--- src/rtl/clock_enable_gen_if.sv ---
// Interface between the configuration/consumer side and clock_enable_gen.
//   cfg        : CLK register image [6]=PLLENA [5]=OSCENA [4:3]=OSCM [2:0]=CLKSEL
//   cog_ena    : one-cycle pulse per cog clock period
//   pll_ena    : counter-PLL tick, twice per cog period
//   cog_phase  : cog-rate square wave, high for first half of the period
//   mode_cur   : CLKSEL value currently driving the divider
//   switching  : requested mode not yet in effect
// master drives cfg and consumes the enables; slave is the generator.
interface clock_enable_gen_if;
  logic [6:0] cfg;
  logic       cog_ena;
  logic       pll_ena;
  logic       cog_phase;
  logic [2:0] mode_cur;
  logic       switching;

  modport master (
    output cfg,
    input  cog_ena, pll_ena, cog_phase, mode_cur, switching
  );

  modport slave (
    input  cfg,
    output cog_ena, pll_ena, cog_phase, mode_cur, switching
  );
endinterface

--- src/rtl/clock_enable_gen.sv ---
// Single-clock clock-mode generator. Every Propeller clock mode is produced
// as clock-enable pulses derived from clock_160 by a period counter whose
// divisor follows the selected CLKSEL mode. Mode changes are committed only
// at the end of a full period, so no period is ever truncated or stretched.
// PLL modes are accepted only after PLLENA has been held for PLL_SETTLE cycles.
// Ports:
//   clock_160 : fast reference clock, the only clock
//   nres      : asynchronous active-low reset
//   bus       : clock_enable_gen_if.slave (cfg in; cog_ena, pll_ena,
//               cog_phase, mode_cur, switching out)
module clock_enable_gen #(
  parameter int unsigned BASE_DIV   = 2,
  parameter int unsigned RCFAST_DIV = 16,
  parameter int unsigned RCSLOW_DIV = 8192,
  parameter int unsigned XIN_DIV    = 32,
  parameter int unsigned PLL_SETTLE = 1024,
  parameter int unsigned CNT_W      = 14
) (
  input  logic                clock_160,
  input  logic                nres,
  clock_enable_gen_if.slave   bus
);

  localparam int unsigned SET_W = $clog2(PLL_SETTLE + 1);
  localparam int unsigned DIV_W = CNT_W + 1;

  typedef enum logic [2:0] {
    M_RCFAST = 3'd0,
    M_RCSLOW = 3'd1,
    M_XINPUT = 3'd2,
    M_PLL1   = 3'd3,
    M_PLL2   = 3'd4,
    M_PLL4   = 3'd5,
    M_PLL8   = 3'd6,
    M_PLL16  = 3'd7
  } mode_t;

  // Divisor per mode; all entries are elaboration-time constants.
  function automatic logic [DIV_W-1:0] div_of(input mode_t m);
    case (m)
      M_RCFAST: div_of = DIV_W'(RCFAST_DIV);
      M_RCSLOW: div_of = DIV_W'(RCSLOW_DIV);
      M_XINPUT: div_of = DIV_W'(XIN_DIV);
      M_PLL1:   div_of = DIV_W'(BASE_DIV << 4);
      M_PLL2:   div_of = DIV_W'(BASE_DIV << 3);
      M_PLL4:   div_of = DIV_W'(BASE_DIV << 2);
      M_PLL8:   div_of = DIV_W'(BASE_DIV << 1);
      M_PLL16:  div_of = DIV_W'(BASE_DIV);
      default:  div_of = DIV_W'(RCFAST_DIV);
    endcase
  endfunction

  logic [6:0]       cfg_q;
  logic [SET_W-1:0] settle;
  logic             pll_ok;
  logic [CNT_W-1:0] cnt;
  logic [DIV_W-1:0] div;
  mode_t            mode_cur;

  mode_t            target;
  logic             pll_req;
  logic [DIV_W-1:0] cnt_x;
  logic [DIV_W-1:0] half;
  logic [DIV_W-1:0] last_idx;
  logic [DIV_W-1:0] half_last;
  logic             period_end;
  logic             half_end;

  logic             pllena;
  logic             oscena;
  logic [2:0]       clksel;
  logic             unused_oscm;

  assign pllena      = cfg_q[6];
  assign oscena      = cfg_q[5];
  assign clksel      = cfg_q[2:0];
  assign unused_oscm = ^cfg_q[4:3];

  // Configuration register: every decision uses the registered copy.
  always_ff @(posedge clock_160 or negedge nres) begin
    if (!nres) begin
      cfg_q <= '0;
    end else begin
      cfg_q <= bus.cfg;
    end
  end

  // PLL settle tracking: settle saturates at PLL_SETTLE; pll_ok follows one
  // cycle after saturation and both drop the cycle after PLLENA goes low.
  always_ff @(posedge clock_160 or negedge nres) begin
    if (!nres) begin
      settle <= '0;
      pll_ok <= 1'b0;
    end else if (!pllena) begin
      settle <= '0;
      pll_ok <= 1'b0;
    end else begin
      if (settle != SET_W'(PLL_SETTLE)) begin
        settle <= settle + SET_W'(1);
      end
      pll_ok <= (settle == SET_W'(PLL_SETTLE));
    end
  end

  // Target mode decode. A PLL request with both enables high but the PLL
  // not yet settled holds the current mode rather than falling back.
  always_comb begin
    target  = mode_cur;
    pll_req = 1'b0;
    case (clksel)
      3'd0: target = M_RCFAST;
      3'd1: target = M_RCSLOW;
      3'd2: target = oscena ? M_XINPUT : M_RCFAST;
      default: begin
        if (!(pllena && oscena)) begin
          target = M_RCFAST;
        end else begin
          pll_req = 1'b1;
          if (pll_ok) begin
            target = mode_t'(clksel);
          end
        end
      end
    endcase
  end

  // Period decode.
  always_comb begin
    cnt_x      = {1'b0, cnt};
    half       = div >> 1;
    last_idx   = div - DIV_W'(1);
    half_last  = half - DIV_W'(1);
    period_end = (cnt_x == last_idx);
    half_end   = (cnt_x == half_last);
  end

  // Period counter and mode commit. The commit shares the wrap cycle, so
  // the new divisor always starts a fresh period at cnt=0.
  always_ff @(posedge clock_160 or negedge nres) begin
    if (!nres) begin
      cnt      <= '0;
      div      <= DIV_W'(RCFAST_DIV);
      mode_cur <= M_RCFAST;
    end else if (period_end) begin
      cnt <= '0;
      if (target != mode_cur) begin
        mode_cur <= target;
        div      <= div_of(target);
      end
    end else begin
      cnt <= cnt + CNT_W'(1);
    end
  end

  // Outputs are pure decodes of registered state.
  always_comb begin
    bus.cog_ena   = period_end;
    bus.pll_ena   = period_end || half_end;
    bus.cog_phase = (cnt_x < half);
    bus.mode_cur  = mode_cur;
    bus.switching = (target != mode_cur) || (pll_req && !pll_ok);
  end

endmodule

--- src/flat_wrapper.sv ---
// flat-port wrapper written by rule: the top's interface ports become plain ports
module clock_enable_gen_flat 
#(
  parameter int unsigned BASE_DIV   = 2,
  parameter int unsigned RCFAST_DIV = 16,
  parameter int unsigned RCSLOW_DIV = 8192,
  parameter int unsigned XIN_DIV    = 32,
  parameter int unsigned PLL_SETTLE = 1024,
  parameter int unsigned CNT_W      = 14
)
  (clock_160, nres, bus_cfg, bus_cog_ena, bus_pll_ena, bus_cog_phase, bus_mode_cur, bus_switching);
  clock_enable_gen_if bus_i ();
  input  logic clock_160;
  input  logic nres;
  input wire logic [$bits(bus_i.cfg)-1:0] bus_cfg;
  output wire logic [$bits(bus_i.cog_ena)-1:0] bus_cog_ena;
  output wire logic [$bits(bus_i.pll_ena)-1:0] bus_pll_ena;
  output wire logic [$bits(bus_i.cog_phase)-1:0] bus_cog_phase;
  output wire logic [$bits(bus_i.mode_cur)-1:0] bus_mode_cur;
  output wire logic [$bits(bus_i.switching)-1:0] bus_switching;
  assign bus_i.cfg = bus_cfg;
  assign bus_cog_ena = bus_i.cog_ena;
  assign bus_pll_ena = bus_i.pll_ena;
  assign bus_cog_phase = bus_i.cog_phase;
  assign bus_mode_cur = bus_i.mode_cur;
  assign bus_switching = bus_i.switching;
  clock_enable_gen #(.BASE_DIV(BASE_DIV), .RCFAST_DIV(RCFAST_DIV), .RCSLOW_DIV(RCSLOW_DIV), .XIN_DIV(XIN_DIV), .PLL_SETTLE(PLL_SETTLE), .CNT_W(CNT_W)) u_core (.clock_160(clock_160), .nres(nres), .bus(bus_i));
endmodule
--- config.mk ---
export PLATFORM = sky130hd
export DESIGN_NAME = clock_enable_gen_flat
export DESIGN_NICKNAME = d
export VERILOG_FILES = /design/src/rtl/clock_enable_gen_if.sv /design/src/rtl/clock_enable_gen.sv /design/src/flat_wrapper.sv
export SDC_FILE = /design/constraint.sdc
export NUM_CORES = 1
export LEC_CHECK = 0
export CAP_MARGIN = 15
export CORE_UTILIZATION = 33
export DETAILED_ROUTE_END_ITERATION = 8
export PLACE_DENSITY_LB_ADDON = 0.1
export SLEW_MARGIN = 25
export SYNTH_ARGS = -nofsm -noshare
export SYNTH_HDL_FRONTEND = slang
export SYNTH_SLANG_ARGS = --single-unit
--- constraint.sdc ---
create_clock -name clock_160 -period 3 [get_ports clock_160]
set_input_delay 0.6 -clock clock_160 [delete_from_list [all_inputs] [get_ports clock_160]]
set_output_delay 0.6 -clock clock_160 [all_outputs]
set_load 0.01 [all_outputs]
== After elaboration in Yosys (flattened, before gate mapping) ==
Memories as Yosys holds them, arrays and structs flattened. A register that Yosys moved wholly into a read port is not among the register bits.
Index checks and enable logic that the tools add are counted.

* Bits of input ports: 9
* Memories: 1
* Bits in read-only memories: 48
* Flip-flop bits (word level): 51
* Output and inout port bits: 7
* Word-level logic and storage cells: 39

{| class="wikitable"
|+ Memories
! name !! words !! width !! rd ports !! clocked after Yosys merged registers in !! wr ports !! RTL line !! source
|-
| (no name shown) || 8 || 6 || 1 || 1 || 0 || clock_enable_gen.sv:40 || <nowiki>case (m)</nowiki>
|}

* Reduce and logical (&&, ||, !) cells: 9
* $lt $le $gt $ge: 1
* Add/sub/neg operators: 4
* Equality and inequality tests: 8
* Mux-type cells: 10

{| class="wikitable"
|+ Operators by type and width
! kind !! number
|-
| $eq 14x15->1 || 2
|-
| $mux 11 || 2
|-
| $sub 14x1->15 const B || 1
|-
| $sub 15x1->15 const B || 1
|-
| $add 14x1->14 const B || 1
|-
| $lt 14x14->1 || 1
|-
| $mux 14 || 1
|-
| $add 11x1->11 const B || 1
|-
| $eq 11x11->1 const B || 1
|-
| $ne 11x11->1 const B || 1
|-
| $pmux 3 s3 || 1
|-
| $mux 3 || 2
|-
| $eq 3x1->1 const B || 1
|-
| $eq 3x2->1 const B || 1
|-
| $logic_not 3->1 || 1
|-
| $mux 1 || 3
|-
| $ne 3x3->1 || 1
|-
| $reduce_or 3->1 || 1
|-
| $logic_and 1x1->1 || 2
|-
| $logic_not 1->1 || 2
|-
| $logic_or 1x1->1 || 2
|-
| $mux 2 || 1
|-
| $ne 2x2->1 const B || 1
|-
| $reduce_and 2->1 || 1
|}

== Longest topological paths before layout ==
Gate-level depths: netlist of the first run.

* Word-level depth: 5
* Mapped depth: 11
* Gate-level depth less buffers: 10

== Least setup slack after synthesis of the first run ==
No wires, ideal clock.

* Path type: reg2out
* From: register u_core.div[1]
* To: output bus_pll_ena
* Data arrival time: 2020 ps
* Required time: 2400 ps
* Path buffers: 0
* Path slack: 380 ps
* Stages on the path, launching flop included: 10
* Path through: dfrtp_1 inv_1 ha_1 and3_1 ha_1 xnor3_1 nand3b_1 mux2i_1 and4_1 a41o_1

* Cells in the longest elaborated chain, start to end: 3
* Elaborated cells between the ends (all ways): 5
* Classes of those cells: 2 x add/sub; 2 x eq/ne; 1 x reduce/logical

{| class="wikitable"
|+ RTL lines
! element !! RTL line !! source
|-
| start, declared || clock_enable_gen.sv:57 || <nowiki>logic [DIV_W-1:0] div;</nowiki>
|-
| $sub 15x1->15 || clock_enable_gen.sv:131 || <nowiki>last_idx = div - DIV_W'(1);</nowiki>
|-
| $eq 14x15->1 || clock_enable_gen.sv:133 || <nowiki>period_end = (cnt_x == last_idx);</nowiki>
|-
| via bus_cog_ena || flat_wrapper.sv:16 || <nowiki>output wire logic [$bits(bus_i.cog_ena)-1:0] bus_cog_ena;</nowiki>
|-
| $logic_or 1x1->1 || clock_enable_gen.sv:158 || <nowiki>bus.pll_ena = period_end || half_end;</nowiki>
|-
| end, declared || flat_wrapper.sv:17 || <nowiki>output wire logic [$bits(bus_i.pll_ena)-1:0] bus_pll_ena;</nowiki>
|}

The timed path passes the listed nets, and every way through them passes these cells.

== Worst setup path in the final report of the first run ==
* From: register u_core.div[2]
* To: output bus_pll_ena

* Cells in the longest elaborated chain, start to end: 3
* Elaborated cells between the ends (all ways): 5
* Classes of those cells: 2 x add/sub; 2 x eq/ne; 1 x reduce/logical

{| class="wikitable"
|+ RTL lines
! element !! RTL line
|-
| $sub 15x1->15 or $sub 14x1->15 (tied branches) || clock_enable_gen.sv:131, clock_enable_gen.sv:132
|-
| $eq 14x15->1, on equally long branches || clock_enable_gen.sv:133, clock_enable_gen.sv:134
|-
| $logic_or 1x1->1 (*) || clock_enable_gen.sv:158
|}

Every way passes the cells marked *; elsewhere a longest branch is shown, timed or not.

==> results.cfg, run 1 <==
[synth]
yosysWarnings = 0
synth_top_area_share_pct = 40.4
synth_compound_area_share_pct = 7.15
ys_seq_elements = 40
synthArstFlopShare_pct = 100
ys_seq_area_share_pct = 41.5
yosys.area_share.adder_pct = 5.70
postSynthAreaPerCell_um2 = 9.62
ys_top_cells_by_area = dfrtp_1, xor2_1, ha_1, nor2_1, xnor2_1
synth_top_flop_cell = dfrtp_1
synth_top_family_by_area = simple AND/OR/NAND/NOR gates
synth_edf_count = 0
synthesis.nets = 271
yosysTopAreaCell = dfrtp_1
synthSimpleGateAreaFrac_pct = 21.7
synth_mux_area_share_pct = 5.70
netlist_area_um2 = 2410
synthCells = 251
synth_xor_area_share_pct = 14.7
ys_types = 42

[routing]
wl_per_cell_um = 13.0
drc = 0
drtPass1Iterations = 4
routed_wl_mm = 4.87
drtAntennaViolNets = 0
via_count = 1765
viasPerCell = 4.72
drt_iter0_drc = 53

[flow_run]
maxCapViolCount = 0

[timing]
drv_slew = 0
setup_viol = 0
max_clock_freq_ghz = 0.346
fin_setup_tns_ns = 0
worstMarginPinSlew_ns = 0.756
fin_crit_sh_pct = 96.3
fin_crit_ns = 2.89
rsz0062_at_grt = true
finalClockSkew_ns = 0.00295
maxSlewHeadroom_pct = 49.4
hold_ws_ns = 0.281
finalHoldViolCount = 0

[power_and_ir_drop]
finalPower_mw = 1.03
p_per_area_nw_per_um2 = 358
p_leak_nw = 1.27
ir_worst_vdd_mv = 0.240

[floorplanning]
pin_count = 16
core-area_um2 = 6940
die_area_um2 = 7660
rows = 30
die_h_um = 87.5
die_w_um = 87.5
start_util_pct = 34.8

[place]
hpwl_mm = 3.52
portBuffers = 13
routabilityCongestion = 0.756
dpl.cell_count = 366

[setup_path]
startpoint_type = register
worstPathRequired_ns = 2.40
path_max_fanout = 3
crit_arrival_ns = 2.29
worst_setup_path_end_kind = primary output
crit_type = register to primary output

[grt]
grt_overflow = 0
antenna_found_initial = 0
grt_pass1_wl_mm = 8.40
grt_start_max_net_pins = 41
grt_pass1_vias = 1740
track_usage_pct = 14.5

[finish]
diodes = 0
synthToLayoutAreaGrowth_pct = 19.7
fin_nets = 297
drive_gt1_share_pct = 18.3
fin_util_pct = 41.6
instances_no_fill = 374
fillers = 700

[status]
status = finished, final reports clean

[clocking]
clk_latency_ns = 0.29
htreeDepth = 2
numCtsBuffers = 5
cts_tree = yes
clkTransAtPathRegs_ns = 0.08
cts.path.max_buffers = 2
cts_root_buffer = clkbuf_8
cts_sinks = 40

[hold_path]
holdCritPathClass = input pin to asynchronous set/reset pin
==> registers in the layout, indices dropped and copies added, names as in the netlist <==
name,flops
u_core.bus.mode_cur,3
u_core.cfg_q,5
u_core.cnt,14
u_core.div,6
u_core.pll_ok,1
u_core.settle,11
==> kinds of logic after synthesis <==
kind of cell    Yosys count
buf+inv                  22
flops                    40
xor+xnor                 38
mux                      12
compound gates           23
fa+ha+maj                11
simple gates            105
==> final cells by class <==
class	instances	area, um2	area share, %
Multi-Input combinational cell	189	1380	47.9
Inverter	13	48.8	1.69
Clock inverter	2	35.0	1.21
Clock buffer	6	72.6	2.51
Sequential cell	40	1000	34.8
Tap cell	96	120	4.16
Timing Repair Buffer	28	225	7.80
==> power by group <==
group / switching, mW / leakage (nW) / internal (mW)
clock: 0.188 / 0.0552 / 0.247
combinational: 0.0267 / 0.687 / 0.0182
sequential: 0.00848 / 0.524 / 0.546
total: 0.224 / 1.27 / 0.811
==> stage by stage <==
step | cell area [um2] | setup slack [ns]
after floorplan | 2410 | 0.380
after global placement | 2730 | -0.0350
after detailed placement | 2730 | -0.0561
after CTS | 2870 | 0.0140
after global routing | 2890 | -0.0349
final | 2890 | 0.110
==> synth_stat cells, types with 3 or more instances <==
cell type   n
nor4_1      5
mux2_4      3
nand3_1    22
dfrtp_1    39
nor2b_1     3
nor3_1      5
buf_2       3
nand2_1    15
xnor2_1    15
and3_1      4
inv_1      12
a21oi_1     7
and4_1      3
nor2_1     35
nand4_1     5
o21ai_0     6
ha_1       11
clkbuf_1    5
mux2i_1     7
xor2_1     21
==> final timing paths <==
| kind | start | end | slack, ns | cells past startpoint |
|---|---|---|---|---|
| setup / recovery | u_core.div[2]$_DFFE_PN0P_ | bus_pll_ena | 0.11 | 10 |
| hold / removal | nres | u_core.div[5]$_DFFE_PN0P_ | 0.28 | 1 |
| setup reg to reg | u_core.div[4]$_DFFE_PN1P_ | u_core.div[2]$_DFFE_PN0P_ | 0.46 | 9 |
| max in group asynchronous | nres | u_core.pll_ok$_DFF_PN0_ | 2.31 | 1 |
| hold reg to reg | u_core.settle[10]$_DFFE_PN0N_ | u_core.settle[10]$_DFFE_PN0N_ | 0.55 | 2 |
| min in group clock_160 | u_core.settle[10]$_DFFE_PN0N_ | u_core.settle[10]$_DFFE_PN0N_ | 0.55 | 2 |
==> repair_timing <==
action / CTS / global route
setup buffers: 0 / 0
cloned: 0 / 0
hold buffers: 0 / 0
endpoints found under the setup margin: 4 / 4
pin swaps: 1 / 1
resized for setup: 12 / 13
==> cell usage in the layout, fill, tap and decap left out, drive strengths merged, types with 2 or more instances in the layout <==
master,synthesis,layout
nand4,5,5
o21a,2,2
mux2,5,5
clkbuf,5,8
clkdlybuf4s50,0,9
dfrtp,39,39
ha,11,11
and4,3,3
nor4,5,5
a21oi,8,8
or3,2,2
xor2,22,22
nor2b,3,3
and3,4,4
nand2,15,15
xnor2,15,15
mux2i,7,7
nand3,22,22
buf,4,17
nor2,35,35
inv,13,13
o21ai,6,6
nor3,6,6
==> metal layers <==
layer | wire, um | part of all wire, % | global-route usage [%] | up-vias
met5 | 0 | 0 | 0 | -
met2 | 2210 | 45 | 23.7 | 15
li1 | - | - | - | 905
met1 | 2470 | 51 | 18.9 | 840
met3 | 124 | 2.5 | 3.41 | 5
met4 | 68 | 1.4 | 4.92 | 0
==> worst max-delay path, cell delays in order (launching register included) <==
cell and delay [ns]:
dfrtp_1 0.40, inv_2 0.09, ha_4 0.15, and3_4 0.18, ha_4 0.14, xnor3_1 0.37, nand3b_1 0.09, mux2i_1 0.08
and4_1 0.17, a41o_1 0.20, buf_2 0.13
Note: power is estimated with default switching activity, not from simulation.
==> inputs of run 2 (changes only) <==
CORE_UTILIZATION = 40   (was 33)
==> run 2 against run 1 <==
Combinational power about the same. Critical path depth rose by 1. Hold slack got worse by 0.016 ns. Sequential share of layout area is 0.49 points higher. First-iteration DRC count decreased by 7.5%. Via count rose by 0.74%. Clock skew up 0.0051 ns. Non-clock buffer count increased by 1. Fmax grew 1.1%. Setup slack improved by 0.032 ns. Total power fell by 6.6%. Register-to-register slack got worse by 0.06 ns. Critical path type unchanged.
==> results.cfg, run 2 (synthesis gave the netlist of run 1 again) <==
[setup_path]
max_stage_delay_ns = 0.35
crit_arrival_ns = 2.26
crit_type = register to primary output
r2r_end = u_core.div[2]$_DFFE_PN0P_
startpoint_type = register
worst_setup_path_end_kind = primary output
reg2regPathDepth = 12
worstPathRequired_ns = 2.40
path_cells = inv_1 > ha_1 > and3_4 > ha_4 > buf_4 > xor2_1 > nand4_1 > mux2i_1 > and4_1 > a41o_1 > clkbuf_2
path_max_fanout = 3
r2r_setup_slack_ns = 0.40
cp_slowest_cell = dfrtp_1
timing.rr.start = u_core.div[1]$_DFFE_PN0P_
crit_family = simple AND/OR/NAND/NOR gates
crit_buf_inv = 3
startpoint = u_core.div[1]$_DFFE_PN0P_

[finish]
diodes = 0
layout_commonest_cell = dfrtp_1
instances_no_fill = 351
synthToLayoutAreaGrowth_pct = 17.7
largest_register_ffs = 14
fin_nets = 298
reg_top3 = u_core.cnt: 14 flops, u_core.settle: 11 flops, u_core.div: 6 flops
drive_gt1_share_pct = 16.8
regMostFlops = u_core.cnt
fillers = 535
mostFrequentLayoutCells = dfrtp_1, nor2_1, nand3_1, xor2_1, buf_4

[routing]
viasPerCell = 5.07
drtAntennaViolNets = 0
drtPass1Iterations = 4
drt_iter0_drc = 49
wl_per_cell_um = 13.4
routed_wl_mm = 4.70
via_count = 1778
drc = 0

[hold_path]
holdCritPathClass = input pin to asynchronous set/reset pin

[flow_run]
maxCapViolCount = 0

[clocking]
numCtsBuffers = 5
hold_buffers = 0
cts_tree = yes
cts_root_buffer = clkbuf_8
htreeDepth = 2
clk_latency_ns = 0.29
clkTransAtPathRegs_ns = 0.08
cts.path.max_buffers = 2
cts_sinks = 40

[floorplanning]
die_area_um2 = 6350
start_util_pct = 42.5
die_h_um = 79.7
pin_count = 16
rows = 27
die_w_um = 79.7
core-area_um2 = 5680

[timing]
finalClockSkew_ns = 0.00808
rsz0062_at_grt = false
fin_setup_tns_ns = 0
max_clock_freq_ghz = 0.350
maxSlewHeadroom_pct = 51.6
worstMarginPinSlew_ns = 0.724
finalHoldViolCount = 0
fin_crit_sh_pct = 95.3
hold_ws_ns = 0.265
setup_viol = 0
drv_slew = 0
fin_crit_ns = 2.86

[grt]
grt_start_max_net_pins = 41
grt_pass1_wl_mm = 8.14
grt_pass1_vias = 1736
track_usage_pct = 16.9
grt_overflow = 0
antenna_found_initial = 0

[place]
dpl.cell_count = 342
hpwl_mm = 3.51
portBuffers = 13
routabilityCongestion = 0.791

[status]
status = finished, final reports clean

[power_and_ir_drop]
p_per_area_nw_per_um2 = 340
p_leak_nw = 1.28
ir_worst_vdd_mv = 0.229
-- run 2: what timing repair did --
item | in CTS | in global routing
cloned | 0 | 0
buffers inserted | 0 | 1
resized for setup | 8 | 11
endpoints found under the setup margin | 4 | 4
pin swaps | 1 | 0
-- run 2: worst max path at each step --
stage	to	slack, ns	depth (start not counted)
4_1_cts	bus_pll_ena	0.01	10
5_1_grt	bus_pll_ena	0.001	11
6_report	bus_pll_ena	0.14	11
3_3_place_gp	bus_pll_ena	-0.004	9
3_5_place_dp	bus_pll_ena	-0.003	9
2_1_floorplan	bus_pll_ena	0.38	9
-- run 2: where the power goes --
group | internal, mW | total [mW] | leakage, nW | switching, mW
combinational | 0.0183 | 0.0447 | 0.704 | 0.0264
sequential | 0.546 | 0.554 | 0.527 | 0.00823
clock | 0.183 | 0.367 | 0.0510 | 0.184
-- run 2: area by class of cell --
type	count	area [um2]	area share, %
clock inverters	2	10.0	0.352
well taps	72	90.1	3.17
inverters	13	48.8	1.72
clock buffers	6	82.6	2.91
repair buffers	29	233	8.19
flip-flops and latches	40	1000	35.3
multi-input cells	189	1380	48.4
-- run 2: layer usage --
metal | vias up | wire length, um | global-route usage, %
met5 | - | 0 | 0
met2 | 21 | 2140 | 26.8
met3 | 7 | 113 | 3.77
li1 | 912 | - | -
met4 | 0 | 66 | 6.55
met1 | 838 | 2380 | 22.1
-- run 2: through the flow --
stage	setup WS, ns	util, %	total power [mW]	area, um2
after detailed placement	-0.00348	47.6	0.610	2700
after floorplan	0.380	-	0.583	2410
after global routing	0.00145	50.1	1.01	2840
after CTS	0.0127	49.6	0.982	2810
final	0.142	50.1	0.966	2840
after global placement	-0.00447	47.6	0.609	2700
